**src/rtl/serial_bit_feeder.sv**
```systemverilog
// serial_bit_feeder
//   Parallel-to-serial front end. It accepts WIDTH-bit words over a
//   valid/ready handshake and shifts them out one bit per clock on `data`.
//   A one-word hold buffer lets consecutive words stream with no idle bit
//   between them. When no word is in flight, `data` is parked at IDLE_BIT.
//
// Ports
//   clk        rising-edge clock
//   reset      asynchronous, active-high reset
//   din        parallel word
//   din_valid  din holds a word
//   din_ready  block can take din this cycle (combinational, from registers only)
//   data       serial bit (registered)
//   data_valid data carries a word bit (registered)
//   word_start first bit of a word is on data (registered)
//   word_done  last bit of a word is on data (registered)
//   busy       shifting, or hold buffer occupied
module serial_bit_feeder #(
    parameter int WIDTH     = 8,
    parameter bit MSB_FIRST = 1'b1,
    parameter bit IDLE_BIT  = 1'b0
) (
    input  logic             clk,
    input  logic             reset,
    input  logic [WIDTH-1:0] din,
    input  logic             din_valid,
    output logic             din_ready,
    output logic             data,
    output logic             data_valid,
    output logic             word_start,
    output logic             word_done,
    output logic             busy
);

    localparam int CW = $clog2(WIDTH);
    localparam logic [CW-1:0] LAST = CW'(WIDTH - 1);

    typedef enum logic {S_IDLE, S_SHIFT} state_t;

    state_t           state_q, state_d;
    logic [WIDTH-1:0] hold_q, hold_d;
    logic             hold_full_q, hold_full_d;
    logic [WIDTH-1:0] shift_q, shift_d;
    logic [CW-1:0]    cnt_q, cnt_d;
    logic             data_q, data_d;
    logic             data_valid_q, data_valid_d;
    logic             word_start_q, word_start_d;
    logic             word_done_q, word_done_d;

    // Words re-ordered into transmit order, so index k is the k-th bit sent.
    logic [WIDTH-1:0] shift_ord, hold_ord;

    for (genvar i = 0; i < WIDTH; i++) begin : g_ord
        if (MSB_FIRST) begin : g_msb
            assign shift_ord[i] = shift_q[WIDTH-1-i];
            assign hold_ord[i]  = hold_q[WIDTH-1-i];
        end else begin : g_lsb
            assign shift_ord[i] = shift_q[i];
            assign hold_ord[i]  = hold_q[i];
        end
    end

    logic last_bit, shift_load, accept;

    assign last_bit   = (state_q == S_SHIFT) && (cnt_q == LAST);
    assign shift_load = hold_full_q && ((state_q == S_IDLE) || last_bit);
    assign din_ready  = !hold_full_q || shift_load;
    assign accept     = din_valid && din_ready;

    always_comb begin
        state_d      = state_q;
        hold_d       = hold_q;
        shift_d      = shift_q;
        cnt_d        = cnt_q;
        data_d       = IDLE_BIT;
        data_valid_d = 1'b0;
        word_start_d = 1'b0;
        word_done_d  = 1'b0;

        // A simultaneous accept and load refills the buffer on the same edge.
        if (accept) hold_d = din;
        hold_full_d = accept || (hold_full_q && !shift_load);

        unique case (state_q)
            S_IDLE: begin
                if (shift_load) begin
                    // Loading from idle also launches bit 0 straight from the
                    // hold buffer, giving a one-cycle accept-to-first-bit
                    // latency; the counter then points at bit 1.
                    shift_d      = hold_q;
                    data_d       = hold_ord[0];
                    data_valid_d = 1'b1;
                    word_start_d = 1'b1;
                    cnt_d        = CW'(1);
                    state_d      = S_SHIFT;
                end
            end
            S_SHIFT: begin
                data_d       = shift_ord[cnt_q];
                data_valid_d = 1'b1;
                word_start_d = (cnt_q == '0);
                word_done_d  = last_bit;
                if (last_bit) begin
                    // Reloading here keeps the next word's first bit in the
                    // cycle right after this word's last bit.
                    cnt_d = '0;
                    if (shift_load) shift_d = hold_q;
                    else            state_d = S_IDLE;
                end else begin
                    cnt_d = cnt_q + CW'(1);
                end
            end
            default: state_d = S_IDLE;
        endcase
    end

    always_ff @(posedge clk or posedge reset) begin
        if (reset) begin
            state_q      <= S_IDLE;
            hold_q       <= '0;
            hold_full_q  <= 1'b0;
            shift_q      <= '0;
            cnt_q        <= '0;
            data_q       <= IDLE_BIT;
            data_valid_q <= 1'b0;
            word_start_q <= 1'b0;
            word_done_q  <= 1'b0;
        end else begin
            state_q      <= state_d;
            hold_q       <= hold_d;
            hold_full_q  <= hold_full_d;
            shift_q      <= shift_d;
            cnt_q        <= cnt_d;
            data_q       <= data_d;
            data_valid_q <= data_valid_d;
            word_start_q <= word_start_d;
            word_done_q  <= word_done_d;
        end
    end

    assign data       = data_q;
    assign data_valid = data_valid_q;
    assign word_start = word_start_q;
    assign word_done  = word_done_q;
    assign busy       = (state_q == S_SHIFT) || hold_full_q;

endmodule

```
**config.mk**
```make
export PLATFORM = sky130hd
export DESIGN_NAME = serial_bit_feeder
export DESIGN_NICKNAME = d
export VERILOG_FILES = /design/src/rtl/serial_bit_feeder.sv
export SDC_FILE = /design/constraint.sdc
export NUM_CORES = 1
export LEC_CHECK = 0
export CAP_MARGIN = 30
export CORE_MARGIN = 3
export CORE_UTILIZATION = 55
export CTS_BUF_LIST = sky130_fd_sc_hd__clkbuf_2 sky130_fd_sc_hd__clkbuf_4 sky130_fd_sc_hd__clkbuf_8
export CTS_CLUSTER_SIZE = 16
export DETAILED_ROUTE_END_ITERATION = 12
export MAX_ROUTING_LAYER = met4
export PLACE_DENSITY = 0.79
export SLEW_MARGIN = 10
export SYNTH_ARGS = -nofsm -noshare
export SYNTH_HDL_FRONTEND = slang
export SYNTH_SLANG_ARGS = --single-unit
```
**constraint.sdc**
```tcl
create_clock -name clk -period 2.8 [get_ports clk]
set_input_delay 0.42 -clock clk [delete_from_list [all_inputs] [get_ports clk]]
set_output_delay 0.42 -clock clk [all_outputs]
set_load 0.01 [all_outputs]
```
==> metrics.csv <==
metric,value,unit
status,completed,
Setup crit start kind,register,
Placer Congestion,0.735,
Fin. Hold Viols,0,
Num CTS Buffers,3,
die width,49.7,µm
number of post-CTS setup repair buffers,0,
HPWL after detailed placement,1.08,mm
Post-DRT Antenna Nets,0,
Routed WL per cell,12.4,µm
Compound-Gate Fraction of Synth Area,2.62,%
post-synth cell types,20,
asr flop ratio synth,100,%
number of DRC markers in iteration 0,4,
# DRC,0,
RSZ-0062 raised after global routing,no,
Max Clock Skew,4.80,ps
TritonCTS clock tree,built,
hold buffer count at CTS,0,
post-route clock period utilization,86.7,%
internal power,0.000885,W
Seq pwr share,49.1,%
Max IR drop VDD,642,µV
syn_nets,89,
filler cell count,141,
"critical path fanouts, max",8,
setup TNS,0,ps
Worst Setup End Kind,output pin,
Final min period,2430,ps
Min Hold Slack,451,ps
gr usage total,15.1,%
largest family of logic cells by synthesized area,multiplexers,
most frequent cells after synthesis,"25 x dfrtp_1, 16 x mux2_2, 6 x inv_1",
power per cell area,999,nW/µm²
clock slew at reported path FFs,120,ps
Max Root-Sink Buffers,2,
Pins Over Slew Limit,0,
share of layout cells above drive strength 1,25.8,%
Chip Height,49.7,µm
mapped cell area,1050,µm²
Adder-Cell Fraction of Synth Area,3.58,%
Core ar.,1760,µm²
Clock power frac,12.9,%
most common cell in the netlist,dfrtp_1,
WL final,1.47,mm
first-pass GRT wire length,2.71,mm
I/O Buffers,16,
largest net degree at the start of global routing,26,
vias in the first global route,621,
Post-synth EDFFs,0,
Root Buffer,clkbuf_4,
largest cells by area after synthesis,"dfrtp_1 60%, mux2_2 17%, mux2i_1 4.8%",
Comb pwr share,38.0,%
FP Rows,15,
Layout Nets,108,
worst skew pair latency,310,ps
static leakage,0.589,nW
via/cell ratio,5.27,
ys flop type,dfrtp_1,
sw frac,29.6,%
syn_area_per_cell,14.0,µm²
# Max-Cap Violations,0,
Post-Synth XOR/XNOR Area,0,%
CTS HTree Levels,1,
Yosys warnings,0,
slew margin rel.,76.7,%
worst slew pin tran,349,ps
sequential fraction of the synthesis area,59.6,%
global route overflow,0,
TritonRoute pass-1 iters,2,
"area leader, netlist",dfrtp_1,
Post-CTS Resized,0,
Synth Area in Simple Gates,5.96,%
antenna cells,0,
Setup-failing EPs final,0,
Yosys reg bits,25,
"non-filler cells, final",118,
Crit Path Class,reg -> out,
Max Fclk,0.412,GHz
clock sinks,25,
share of the synthesized area in the top cell type,59.6,%
Initial Util,59.5,%
Switch Pwr,0.000371,W
Synth Instances,75,
die area,2470,µm²
Hold Path Class,in -> async,
I/O pin cnt,17,
routed vias,622,
mux contribution to synthesized area,24.1,%
Worst EP arrival,2010,ps
Critical Path RT,2380,ps
initial antenna violation count,0,
# placed instances,114,
area grow syn2layout,19.8,%
==> registers in the layout, summed over array words and instances, names as in the netlist <==
| register | cells |
|---|---|
| data | 1 |
| shift_q | 8 |
| hold_full_q | 1 |
| word_start | 1 |
| word_done | 1 |
| data_valid | 1 |
| state_q | 1 |
| cnt_q | 3 |
| hold_q | 8 |
==> final timing paths <==
path / from / to / slack [ps] / cells after the start
max in group asynchronous: reset / hold_q[3] / 2120 / 3
min: reset / hold_full_q / 450 / 3
min reg2reg: hold_q[3] / shift_q[3] / 510 / 1
max: cnt_q[0] / din_ready / 370 / 4
max reg2reg: cnt_q[0] / shift_q[5] / 840 / 5
min in group clk: hold_q[3] / shift_q[3] / 510 / 1
==> through the flow <==
stage	util [%]	total power [W]	worst slack, ps	cell area (µm²)
3_5_place_dp	69.6	0.00112	738	1230
6_report	71.3	0.00126	371	1260
3_3_place_gp	69.6	0.00110	775	1230
5_1_grt	71.3	0.00136	303	1260
4_1_cts	71.3	0.00128	371	1260
2_1_floorplan	-	0.000981	1150	1050
==> per-layer routing <==
layer / global-route usage (%) / part of all wire [%]
met1: 19.2 / 45
met2: 22.7 / 48
met3: 3.63 / 4.7
met4: 7.37 / 2.4
met5: - / 0
==> logic make-up (layout without fill, tap and decap cells) <==
family          after synthesis  in the layout
simple gates                 12             12
buf+inv                       9             27
mux                          22             22
fa+ha+maj                     3              3
flops                        25             25
compound gates                4              4
==> layout make-up <==
type	count	area [µm²]	share of cell area, %
Multi-Input combinational cell	41	380	30.2
Sequential cell	25	626	49.8
Inverter	6	22.5	1.79
Timing Repair Buffer	17	168	13.3
Clock buffer	4	30.0	2.39
Tap cell	25	31.3	2.49
==> power groups by stage <==
stage / registers (W) / clock network [W] / logic (W)
after floorplan: 0.000592 / 0 / 0.000389
after detailed placement: 0.000627 / 0 / 0.000488
after CTS: 0.000618 / 0.000169 / 0.000490
final: 0.000617 / 0.000161 / 0.000478
after global routing: 0.000639 / 0.000181 / 0.000538
after global placement: 0.000623 / 0 / 0.000473
==> cells in the final DEF, fill, tap and decap left out, types with 2 or more instances in the layout <==
master,instances
dfrtp_1,25
mux2i_1,5
mux2_2,16
clkbuf_4,4
inv_1,6
clkdlybuf4s50_1,16
nand2_1,4
ha_1,3
nand2b_1,2
==> critical path: stages (launching register included) <==
cell	delay (ps)
dfrtp_1	520
ha_1	250
ha_1	190
nand3b_1	210
clkdlybuf4s50_1	530
(Power assumes the default switching activity.)
